===== src/rtl/npc_pkg.sv =====
// Shared types and helpers for the next-PC unit: selector/branch-type encodings and the
// branch-condition decode.
package npc_pkg;

    typedef enum logic [1:0] {
        SEL_SEQ  = 2'd0,
        SEL_JLBL = 2'd1,
        SEL_JREG = 2'd2,
        SEL_CALL = 2'd3
    } npc_sel_e;

    typedef enum logic [2:0] {
        BR_ALW  = 3'd0,
        BR_Z    = 3'd1,
        BR_NZ   = 3'd2,
        BR_C    = 3'd3,
        BR_NC   = 3'd4,
        BR_NMSB = 3'd5,
        BR_MSB  = 3'd6,
        BR_NEV  = 3'd7
    } npc_br_e;

    localparam int unsigned PC_INC = 4;

    function automatic logic br_taken(npc_br_e br, logic z, logic c, logic m);
        logic t;
        t = 1'b0;
        case (br)
            BR_ALW:  t = 1'b1;
            BR_Z:    t = z;
            BR_NZ:   t = ~z;
            BR_C:    t = c;
            BR_NC:   t = ~c;
            BR_NMSB: t = ~m;
            BR_MSB:  t = m;
            default: t = 1'b0;
        endcase
        return t;
    endfunction

endpackage


===== src/rtl/next_pc_unit_if.sv =====
// Decode/fetch-side bus of the next-PC unit. The unit itself uses the slave modport; the
// decode/fetch stage (or a testbench) uses master.
interface next_pc_unit_if #(
    parameter int unsigned XLEN   = 32,
    parameter int unsigned OFF_W  = 16,
    parameter int unsigned JLBL_W = 26
) ();
    logic              stall;
    logic              ctl_valid;
    logic [1:0]        counter_selector;
    logic [2:0]        brtype;
    logic              ret;
    logic              zero_flag;
    logic              carry_flag;
    logic              msb;
    logic [OFF_W-1:0]  branch_label;
    logic [JLBL_W-1:0] jmp_label;
    logic [XLEN-1:0]   jmp_ra;
    logic [XLEN-1:0]   pc;
    logic [XLEN-1:0]   link_addr;
    logic              flush;
    logic              ras_mispredict;
    logic              ras_empty;
    logic              ras_full;

    modport master (
        output stall, ctl_valid, counter_selector, brtype, ret, zero_flag, carry_flag, msb,
               branch_label, jmp_label, jmp_ra,
        input  pc, link_addr, flush, ras_mispredict, ras_empty, ras_full
    );

    modport slave (
        input  stall, ctl_valid, counter_selector, brtype, ret, zero_flag, carry_flag, msb,
               branch_label, jmp_label, jmp_ra,
        output pc, link_addr, flush, ras_mispredict, ras_empty, ras_full
    );
endinterface


===== src/rtl/npc_ras.sv =====
// Circular return-address stack. Pushing when full overwrites the oldest entry and keeps the
// count saturated; popping when empty is ignored. DEPTH must be a power of two.
module npc_ras #(
    parameter int unsigned XLEN  = 32,
    parameter int unsigned DEPTH = 4
) (
    input  logic            clk,
    input  logic            rst_n,
    input  logic            push,
    input  logic            pop,
    input  logic [XLEN-1:0] push_data,
    output logic [XLEN-1:0] top_data,
    output logic            empty,
    output logic            full
);
    localparam int unsigned PTR_W = $clog2(DEPTH);
    localparam int unsigned CNT_W = PTR_W + 1;

    logic [XLEN-1:0]  mem_q [DEPTH];
    logic [XLEN-1:0]  mem_d [DEPTH];
    logic [PTR_W-1:0] wr_ptr_q, wr_ptr_d, top_ptr;
    logic [CNT_W-1:0] cnt_q, cnt_d;

    // wr_ptr always points one past the top; with the pointer wrapping, the slot written
    // when full is exactly the oldest entry.
    assign top_ptr  = wr_ptr_q - PTR_W'(1);
    assign top_data = mem_q[top_ptr];
    assign empty    = (cnt_q == '0);
    assign full     = (cnt_q == CNT_W'(DEPTH));

    always_comb begin
        mem_d    = mem_q;
        wr_ptr_d = wr_ptr_q;
        cnt_d    = cnt_q;
        if (push) begin
            mem_d[wr_ptr_q] = push_data;
            wr_ptr_d        = wr_ptr_q + PTR_W'(1);
            if (!full) begin
                cnt_d = cnt_q + CNT_W'(1);
            end
        end else if (pop && !empty) begin
            wr_ptr_d = top_ptr;
            cnt_d    = cnt_q - CNT_W'(1);
        end
    end

    always_ff @(posedge clk) begin
        if (!rst_n) begin
            wr_ptr_q <= '0;
            cnt_q    <= '0;
        end else begin
            wr_ptr_q <= wr_ptr_d;
            cnt_q    <= cnt_d;
        end
    end

    always_ff @(posedge clk) begin
        mem_q <= mem_d;
    end

endmodule


===== src/rtl/next_pc_unit.sv =====
// Program-counter unit: owns the PC register and selects sequential/branch/jump/call targets.
// Define NPC_RAS_EN to build in the return-address stack; otherwise ret is ignored.
module next_pc_unit
    import npc_pkg::*;
#(
    parameter int unsigned     XLEN      = 32,
    parameter int unsigned     OFF_W     = 16,
    parameter int unsigned     JLBL_W    = 26,
    parameter int unsigned     RAS_DEPTH = 4,
    parameter logic [XLEN-1:0] RESET_PC  = '0
) (
    input logic           clk,
    input logic           rst_n,
    next_pc_unit_if.slave bus
);
    logic [XLEN-1:0] pc_q, pc_d;
    logic            flush_q, flush_d;
    logic            mispredict_q, mispredict_d;
    logic [XLEN-1:0] pc_plus4;
    logic [XLEN-1:0] br_target;
    logic [XLEN-1:0] jlbl_target;
    logic [XLEN-1:0] nxt;
    logic            upd;
    logic            is_call;
    logic            is_ret;
    logic            ras_empty;
    logic            ras_full;

    assign upd      = ~bus.stall;
    assign pc_plus4 = pc_q + XLEN'(PC_INC);
    assign br_target = pc_plus4
        + ({{(XLEN - OFF_W){bus.branch_label[OFF_W-1]}}, bus.branch_label} << 2);
    assign jlbl_target = {pc_plus4[XLEN-1:JLBL_W+2], bus.jmp_label, 2'b00};

    assign is_call = upd && bus.ctl_valid && (npc_sel_e'(bus.counter_selector) == SEL_CALL);
    assign is_ret  = upd && bus.ctl_valid && (npc_sel_e'(bus.counter_selector) == SEL_JREG)
                     && bus.ret;

    always_comb begin
        nxt = pc_plus4;
        if (bus.ctl_valid) begin
            case (npc_sel_e'(bus.counter_selector))
                SEL_SEQ: begin
                    if (br_taken(npc_br_e'(bus.brtype), bus.zero_flag, bus.carry_flag,
                                 bus.msb)) begin
                        nxt = br_target;
                    end
                end
                SEL_JLBL: nxt = jlbl_target;
                SEL_JREG: nxt = bus.jmp_ra;
                SEL_CALL: nxt = jlbl_target;
                default:  nxt = pc_plus4;
            endcase
        end
    end

`ifdef NPC_RAS_EN
    logic            ras_pop;
    logic [XLEN-1:0] ras_top;

    // A return on an empty stack neither pops nor reports a misprediction.
    assign ras_pop = is_ret && !ras_empty;

    npc_ras #(
        .XLEN  (XLEN),
        .DEPTH (RAS_DEPTH)
    ) u_ras (
        .clk       (clk),
        .rst_n     (rst_n),
        .push      (is_call),
        .pop       (ras_pop),
        .push_data (pc_plus4),
        .top_data  (ras_top),
        .empty     (ras_empty),
        .full      (ras_full)
    );

    assign mispredict_d = ras_pop && (ras_top != bus.jmp_ra);
`else
    localparam int unsigned UNUSED_RAS_DEPTH = RAS_DEPTH;
    logic unused_ras;
    assign unused_ras   = is_call ^ is_ret;
    assign ras_empty    = 1'b1;
    assign ras_full     = 1'b0;
    assign mispredict_d = 1'b0;
`endif

    always_comb begin
        pc_d    = pc_q;
        flush_d = 1'b0;
        if (upd) begin
            pc_d    = nxt;
            flush_d = (nxt != pc_plus4);
        end
    end

    always_ff @(posedge clk) begin
        if (!rst_n) begin
            pc_q         <= RESET_PC;
            flush_q      <= 1'b0;
            mispredict_q <= 1'b0;
        end else begin
            pc_q         <= pc_d;
            flush_q      <= flush_d;
            mispredict_q <= mispredict_d;
        end
    end

    assign bus.pc             = pc_q;
    assign bus.link_addr      = pc_plus4;
    assign bus.flush          = flush_q;
    assign bus.ras_mispredict = mispredict_q;
    assign bus.ras_empty      = ras_empty;
    assign bus.ras_full       = ras_full;

endmodule


===== src/flat_wrapper.sv =====
// flat-port wrapper written by rule: the top's interface ports become plain ports
module next_pc_unit_flat import npc_pkg::*;
#(
    parameter int unsigned     XLEN      = 32,
    parameter int unsigned     OFF_W     = 16,
    parameter int unsigned     JLBL_W    = 26,
    parameter int unsigned     RAS_DEPTH = 4,
    parameter logic [XLEN-1:0] RESET_PC  = '0
)
  (clk, rst_n, bus_stall, bus_ctl_valid, bus_counter_selector, bus_brtype, bus_ret, bus_zero_flag, bus_carry_flag, bus_msb, bus_branch_label, bus_jmp_label, bus_jmp_ra, bus_pc, bus_link_addr, bus_flush, bus_ras_mispredict, bus_ras_empty, bus_ras_full);
  next_pc_unit_if #(.XLEN(XLEN), .OFF_W(OFF_W), .JLBL_W(JLBL_W)) bus_i ();
  input logic clk;
  input logic rst_n;
  input wire logic [$bits(bus_i.stall)-1:0] bus_stall;
  input wire logic [$bits(bus_i.ctl_valid)-1:0] bus_ctl_valid;
  input wire logic [$bits(bus_i.counter_selector)-1:0] bus_counter_selector;
  input wire logic [$bits(bus_i.brtype)-1:0] bus_brtype;
  input wire logic [$bits(bus_i.ret)-1:0] bus_ret;
  input wire logic [$bits(bus_i.zero_flag)-1:0] bus_zero_flag;
  input wire logic [$bits(bus_i.carry_flag)-1:0] bus_carry_flag;
  input wire logic [$bits(bus_i.msb)-1:0] bus_msb;
  input wire logic [$bits(bus_i.branch_label)-1:0] bus_branch_label;
  input wire logic [$bits(bus_i.jmp_label)-1:0] bus_jmp_label;
  input wire logic [$bits(bus_i.jmp_ra)-1:0] bus_jmp_ra;
  output wire logic [$bits(bus_i.pc)-1:0] bus_pc;
  output wire logic [$bits(bus_i.link_addr)-1:0] bus_link_addr;
  output wire logic [$bits(bus_i.flush)-1:0] bus_flush;
  output wire logic [$bits(bus_i.ras_mispredict)-1:0] bus_ras_mispredict;
  output wire logic [$bits(bus_i.ras_empty)-1:0] bus_ras_empty;
  output wire logic [$bits(bus_i.ras_full)-1:0] bus_ras_full;
  assign bus_i.stall = bus_stall;
  assign bus_i.ctl_valid = bus_ctl_valid;
  assign bus_i.counter_selector = bus_counter_selector;
  assign bus_i.brtype = bus_brtype;
  assign bus_i.ret = bus_ret;
  assign bus_i.zero_flag = bus_zero_flag;
  assign bus_i.carry_flag = bus_carry_flag;
  assign bus_i.msb = bus_msb;
  assign bus_i.branch_label = bus_branch_label;
  assign bus_i.jmp_label = bus_jmp_label;
  assign bus_i.jmp_ra = bus_jmp_ra;
  assign bus_pc = bus_i.pc;
  assign bus_link_addr = bus_i.link_addr;
  assign bus_flush = bus_i.flush;
  assign bus_ras_mispredict = bus_i.ras_mispredict;
  assign bus_ras_empty = bus_i.ras_empty;
  assign bus_ras_full = bus_i.ras_full;
  next_pc_unit #(.XLEN(XLEN), .OFF_W(OFF_W), .JLBL_W(JLBL_W), .RAS_DEPTH(RAS_DEPTH), .RESET_PC(RESET_PC)) u_core (.clk(clk), .rst_n(rst_n), .bus(bus_i));
endmodule

===== config.mk =====
export PLATFORM = sky130hd
export DESIGN_NAME = next_pc_unit_flat
export DESIGN_NICKNAME = d
export VERILOG_FILES = /design/src/rtl/npc_pkg.sv /design/src/rtl/next_pc_unit_if.sv /design/src/rtl/npc_ras.sv /design/src/rtl/next_pc_unit.sv /design/src/flat_wrapper.sv
export SDC_FILE = /design/constraint.sdc
export NUM_CORES = 1
export LEC_CHECK = 0
export ABC_AREA = 1
export CAP_MARGIN = 20
export CORE_UTILIZATION = 56
export CTS_CLUSTER_DIAMETER = 40
export DETAILED_ROUTE_END_ITERATION = 8
export MAX_ROUTING_LAYER = met4
export PLACE_DENSITY = 0.89
export SLEW_MARGIN = 20
export SYNTH_ARGS = -nofsm -noshare
export SYNTH_HDL_FRONTEND = slang
export SYNTH_SLANG_ARGS = --single-unit

===== constraint.sdc =====
create_clock -name clk -period 6.1 [get_ports clk]
set_clock_uncertainty 0.2 [all_clocks]
set_input_delay 0.915 -clock clk [delete_from_list [all_inputs] [get_ports clk]]
set_output_delay 0.915 -clock clk [all_outputs]
set_load 0.005 [all_outputs]

Word-level counts from Yosys, hierarchy flattened
Index checks and enable logic that the tools add are counted.
Operators by class
  add/sub/neg operators: 2
  equality and inequality tests: 10
  multiplexer cells: 6
  bitwise operators: 4
  reduce and logical (&&, ||, !) cells: 4
Operators with widths (count)
  32-bit case mux with 3 select lines: 1
  32-bit two-way mux: 2
  32-bit by 3-bit adder with 32-bit output, second input constant: 1
  32-bit adder: 1
  32-bit != test: 1
  3-bit equality test, second input constant: 3
  1-bit case mux with 7 select lines: 1
  3-bit by 2-bit equality test with 1-bit output, second input constant: 2
  2-bit equality test, second input constant: 2
  1-bit NOT: 4
  2-bit OR reduction: 2
  3-bit by 1-bit equality test with 1-bit output, second input constant: 1
  3-bit logical NOT: 1
  2-bit by 1-bit equality test with 1-bit output, second input constant: 1
  2-bit logical NOT: 1
  1-bit two-way mux: 2
Storage, ports and cells
  register bits after elaboration: 33
  input port bits: 87
  output and inout port bits: 68
  logic and storage cells: 28

Logic depth before layout (Yosys ltp)
  depth after elaboration: 8
  mapped depth: 30
  depth with buffers taken out: 30

Least setup slack after synthesis
OpenSTA, ideal clock, no wires.
  path type: reg-to-reg
  start point: reg u_core.pc_q[3], in the netlist u_core.bus.pc[3]
  end point: reg u_core.flush_q, in the netlist u_core.bus.flush
  setup time: 0.112 ns
  data arrival time: 3.008 ns
  path slack: 2.780 ns
  stages on the path, launching flop included: 27
  path buffers: 0
  clock period less this slack: 3.320 ns
  cell sequence: dfxtp_1 > ha_1 > nand3_2 > inv_2 > nand2_2 > nor2_4 > nand2_2 > nor2_1 > nand2_1 > nand2_1 > inv_1 > ha_1 > inv_1 > nor3_1 > and2_1 > and2_1 > nand2_1 > nand3_1 > nand3_1 > nand2_1 > nand2_1 > nand3_1 > o21ai_0 > nor2_1 > nand3_1 > nor2_1 > nor2_1
Between the ends
  cells in the longest elaborated chain, start to end: 6
Ends and longest elaborated chain
  start: declaration: RTL line next_pc_unit.sv:16  | logic [XLEN-1:0] pc_q, pc_d;
  start signal: assignment: RTL line next_pc_unit.sv:103  | pc_q <= pc_d;
  32-bit by 3-bit adder with 32-bit output (*): RTL line next_pc_unit.sv:30  | assign pc_plus4 = pc_q + XLEN'(PC_INC);
  net bus_link_addr[28]: RTL line flat_wrapper.sv:26  | output wire logic [$bits(bus_i.link_addr)-1:0] bus_link_addr;
  32-bit adder: RTL line next_pc_unit.sv:32  | + ({{(XLEN - OFF_W){bus.branch_label[OFF_W-1]}}, bus.branch_label} << 2);
  32-bit two-way mux: RTL line next_pc_unit.sv:44  | if (br_taken(npc_br_e'(bus.brtype), bus.zero_flag, bus.carry_flag,
  32-bit case mux with 3 select lines: RTL line next_pc_unit.sv:42  | case (npc_sel_e'(bus.counter_selector))
  32-bit two-way mux: RTL line next_pc_unit.sv:41  | if (bus.ctl_valid) begin
  32-bit != test (*): RTL line next_pc_unit.sv:93  | flush_d = (nxt != pc_plus4);
  end signal: assignment: RTL line next_pc_unit.sv:104  | flush_q <= flush_d;
  end: declaration: RTL line next_pc_unit.sv:17  | logic flush_q, flush_d;
Mark *: on every way through the listed nets, which the timed path passes. The rest lies on a longest branch.
A chain may end at the register's enable or synchronous reset.

Final worst setup path
  start point: in bus_counter_selector[0]
  end point: reg u_core.flush_q, in the netlist u_core.bus.flush
Between the ends
  cells in the longest elaborated chain, start to end: 5
Ends and longest elaborated chain
  start: declaration: RTL line flat_wrapper.sv:16  | input wire logic [$bits(bus_i.counter_selector)-1:0] bus_counter_selector;
  2-bit by 1-bit equality test with 1-bit output or 2-bit equality test (tied branches)
  2-bit OR reduction (no line)
  32-bit case mux with 3 select lines (*): RTL line next_pc_unit.sv:42
  32-bit two-way mux (*): RTL line next_pc_unit.sv:41
  32-bit != test (*): RTL line next_pc_unit.sv:93
Every way passes the cells marked *; elsewhere a longest branch is shown, timed or not.

==> impl_metrics.toml <==
[global_route]
first_global_vias = 7731
grt_first_pass_wirelength_um = 35770
antenna_found_initial = 0
grt.total_usage_pct = 39.25
grt_max_degree = 63
grt_remaining_overflow = 0

[place]
final_replace_weighted_congestion = 0.9842
port-buffer-count = 150
dp_hpwl_um = 18330
placed_cell_area_um2 = 7976
pre_cts_slack_ns = 1.482

[synthesis]
syn-mean-instance-area_um2 = 5.043
post-synth-top-count-cell = "sky130_fd_sc_hd__nand2_1"
postSynth.topFlopCell = "sky130_fd_sc_hd__dfxtp_1"
synth-seq-area-share_pct = 10.22
post-synth-top-area-fraction_pct = 23.86
cell_taking_the_most_area_after_synthesis = "sky130_fd_sc_hd__nand2_1"
post_synthesis_cells = 1282
async_flop_share_pct = 0
synth.cells.most_frequent = "411 x sky130_fd_sc_hd__nand2_1, 234 x sky130_fd_sc_hd__inv_1, 150 x sky130_fd_sc_hd__nand3_1"
combined_area_of_all_synthesized_cells_um2 = 6465
synth.area.top_cells = "sky130_fd_sc_hd__nand2_1 24%, sky130_fd_sc_hd__inv_1 14%, sky130_fd_sc_hd__nand3_1 12%"
synth-warning-count = 0
yosysUniqueCellTypes = 43
synth-seq-cells = 33
synth_edf_count = 0

[die]
placeableCoreArea_um2 = 11030
fp.dieH_um = 109.4
die_width_um = 109.4
io_pins = 155
starting_density_of_the_core_pct = 58.61
die-area_um2 = 11980
placement_row_count = 38

[timing]
final_min_period_over_clock_period_pct = 72.44
timing.slew.headroom_pct = 32.64
timing_hold_violations_final = 0
tightestPinTransition_ns = 1.009
slew_violations = 0
unrepaired_setup_endpoints_after_global_routing = "no"
final.hold.worst_slack_ns = 0.3754
timing.final.setup_violations = 0
fmax_mhz = 226.3
fin_tns_setup_ns = 0
postLayoutSetupSlackWorst_ns = 1.681
min_period_ns = 4.419

[cts]
tritoncts_clock_tree = "yes"
cts_buffers = 5
clkSinkCount = 33
clk_latency_ns = 0.29
clockRootBuffer = "sky130_fd_sc_hd__clkbuf_16"
cts.clk_slew.worst_paths_ns = 0.05
cts_hold_buf = 0
cts_repair_resize_count = 0
ctsLongestPathBuffers = 2
htree_levels = 2
cts_post_setup_buffers_inserted = 0

[drt]
drt-initial-drc-count = 797
route.detailed.drc = 0
drt-total-wl_um = 22730
dr_total_vias = 8677
viasPerCell = 5.609
firstDrtPassIters = 6
postRouteAntennaNets = 0
wl_per_cell_um = 14.70

[final_layout]
num_antenna_cells = 0
synthToLayoutAreaGrowth_pct = 25.59
fraction_of_layout_instances_using_a_drive_strength_above_1_pct = 2.914
finish.net_count = 1533
finalInstanceArea_um2 = 8119

[setup_path]
r2r_setup_slack_ns = 1.80
kind_of_launch_point_of_the_worst_setup_path = "primary input"
critPathMostFrequentCell = "sky130_fd_sc_hd__nor2_1"
crit_family = "simple AND/OR/NAND/NOR gates"
r2r.worst_path.cells = 22
rr_startpoint = "u_core.bus.pc[3]"
max_incr_delay_on_cp_ns = 0.62
crit_path_required_time_ns = 6.08
endpoint_kind = "flip-flop"
crit_slowest_cell = "sky130_fd_sc_hd__clkdlybuf4s50_1"
timing.critical_path.buf_inv = 4
timing_worst_setup_path_type = "in2reg"
worstReg2RegEnd = "u_core.bus.flush"
worst-path-max-fanout = 27
cp_data_arrival_time_ns = 4.40
cp.depth = 18
crit_chain = "clkdlybuf4s50_1, inv_2, nand2_1, buf_4, inv_1, nand3_1, nand3_1, o21ai_0, nor2_1, nand3_1, nor2_1, nand2_1, nor2_1, nand3_1, nor2_1, nand3_1, nor2_1, nor2_1"

[power_and_ir_drop]
power-per-cell-area_nw_per_um2 = 141.9
leakage_nw = 4.446
vdd_ir_max_mv = 0.1594

[hold_path]
hold_end = "u_core.bus.pc[1]"
min_path_cells = 2
timing.hold.worst.class = "reg2reg"
hp-start = "u_core.bus.pc[1]"

[run_status]
run_status = "finished, final reports clean"

[job]
timing.max_cap.violations = 0
## cell families after synthesis
family	synth area share [%]
AO/OA/AOI/OAI	14.50
other	0.1162
adder cells (fa/ha/maj)	7.664
AND/OR/NAND/NOR	49.49
XOR/XNOR	1.084
buffers and inverters	16.93
flip-flops	10.22
## registers in the layout, summed over array words and instances, names as in the netlist
name	count
u_core.bus.pc	32
u_core.bus.flush	1
## worst reg2reg max path, delay by kind of cell, from the launching register on
kind,cells,cell delay (ns)
AOI/OAI and AO/OA,4,0.68
xor gates and xnor gates,1,0.50
adders and majority gates,2,0.66
buffers and inverters,1,0.13
DFF,1,0.46
and+or+nand+nor,14,1.55
## cell type report
type	count	area, µm²
multi-input combinational	973	4713
tap	140	175.2
inverter	240	900.9
clock buffer	7	142.6
sequential	33	660.6
fill	1041	2912
timing repair buffer	154	1526
## metal layers
metal	vias to the layer above	wire (µm)	GRT usage (%)
met1	3811	9061	47.30
li1	4285	-	-
met5	-	0	-
met3	80	2112	4.268
met4	0	1045	18.67
met2	501	10510	65.36
## power by group
group          internal (mW)  switching (mW)
logic                  0.258           0.384
clock network          0.160          0.0935
registers              0.232          0.0245
## worst max-delay path by stage
stage / start / to / slack, ns
2_1_floorplan: u_core.bus.pc[3] / u_core.bus.flush / 2.78
3_3_place_gp: bus_counter_selector[0] / u_core.bus.flush / 1.52
3_5_place_dp: bus_counter_selector[0] / u_core.bus.flush / 1.48
4_1_cts: bus_counter_selector[0] / u_core.bus.flush / 1.75
5_1_grt: bus_counter_selector[0] / u_core.bus.flush / 1.44
6_report: bus_counter_selector[0] / u_core.bus.flush / 1.68
## layout by cell type, fill, tap and decap left out, types with 8 or more instances in the layout
master / instances
sky130_fd_sc_hd__nand2_1: 411
sky130_fd_sc_hd__inv_1: 234
sky130_fd_sc_hd__nand3_1: 150
sky130_fd_sc_hd__clkdlybuf4s50_1: 149
sky130_fd_sc_hd__nor2_1: 132
sky130_fd_sc_hd__o21ai_0: 79
sky130_fd_sc_hd__a21oi_1: 55
sky130_fd_sc_hd__ha_1: 38
sky130_fd_sc_hd__dfxtp_1: 33
sky130_fd_sc_hd__o22ai_1: 25
sky130_fd_sc_hd__nand4_1: 18
sky130_fd_sc_hd__nand2_2: 8
## metrics by stage
step / total power [mW] / util (%) / std cells
after floorplan: 0.6463 / - / 1283
after global placement: 0.8740 / 72.31 / 1540
after detailed placement: 0.8849 / 72.31 / 1540
after CTS: 1.139 / 73.60 / 1547
after global routing: 1.231 / 73.60 / 1547
final: 1.152 / 73.60 / 1547
(Power assumes the default switching activity.)
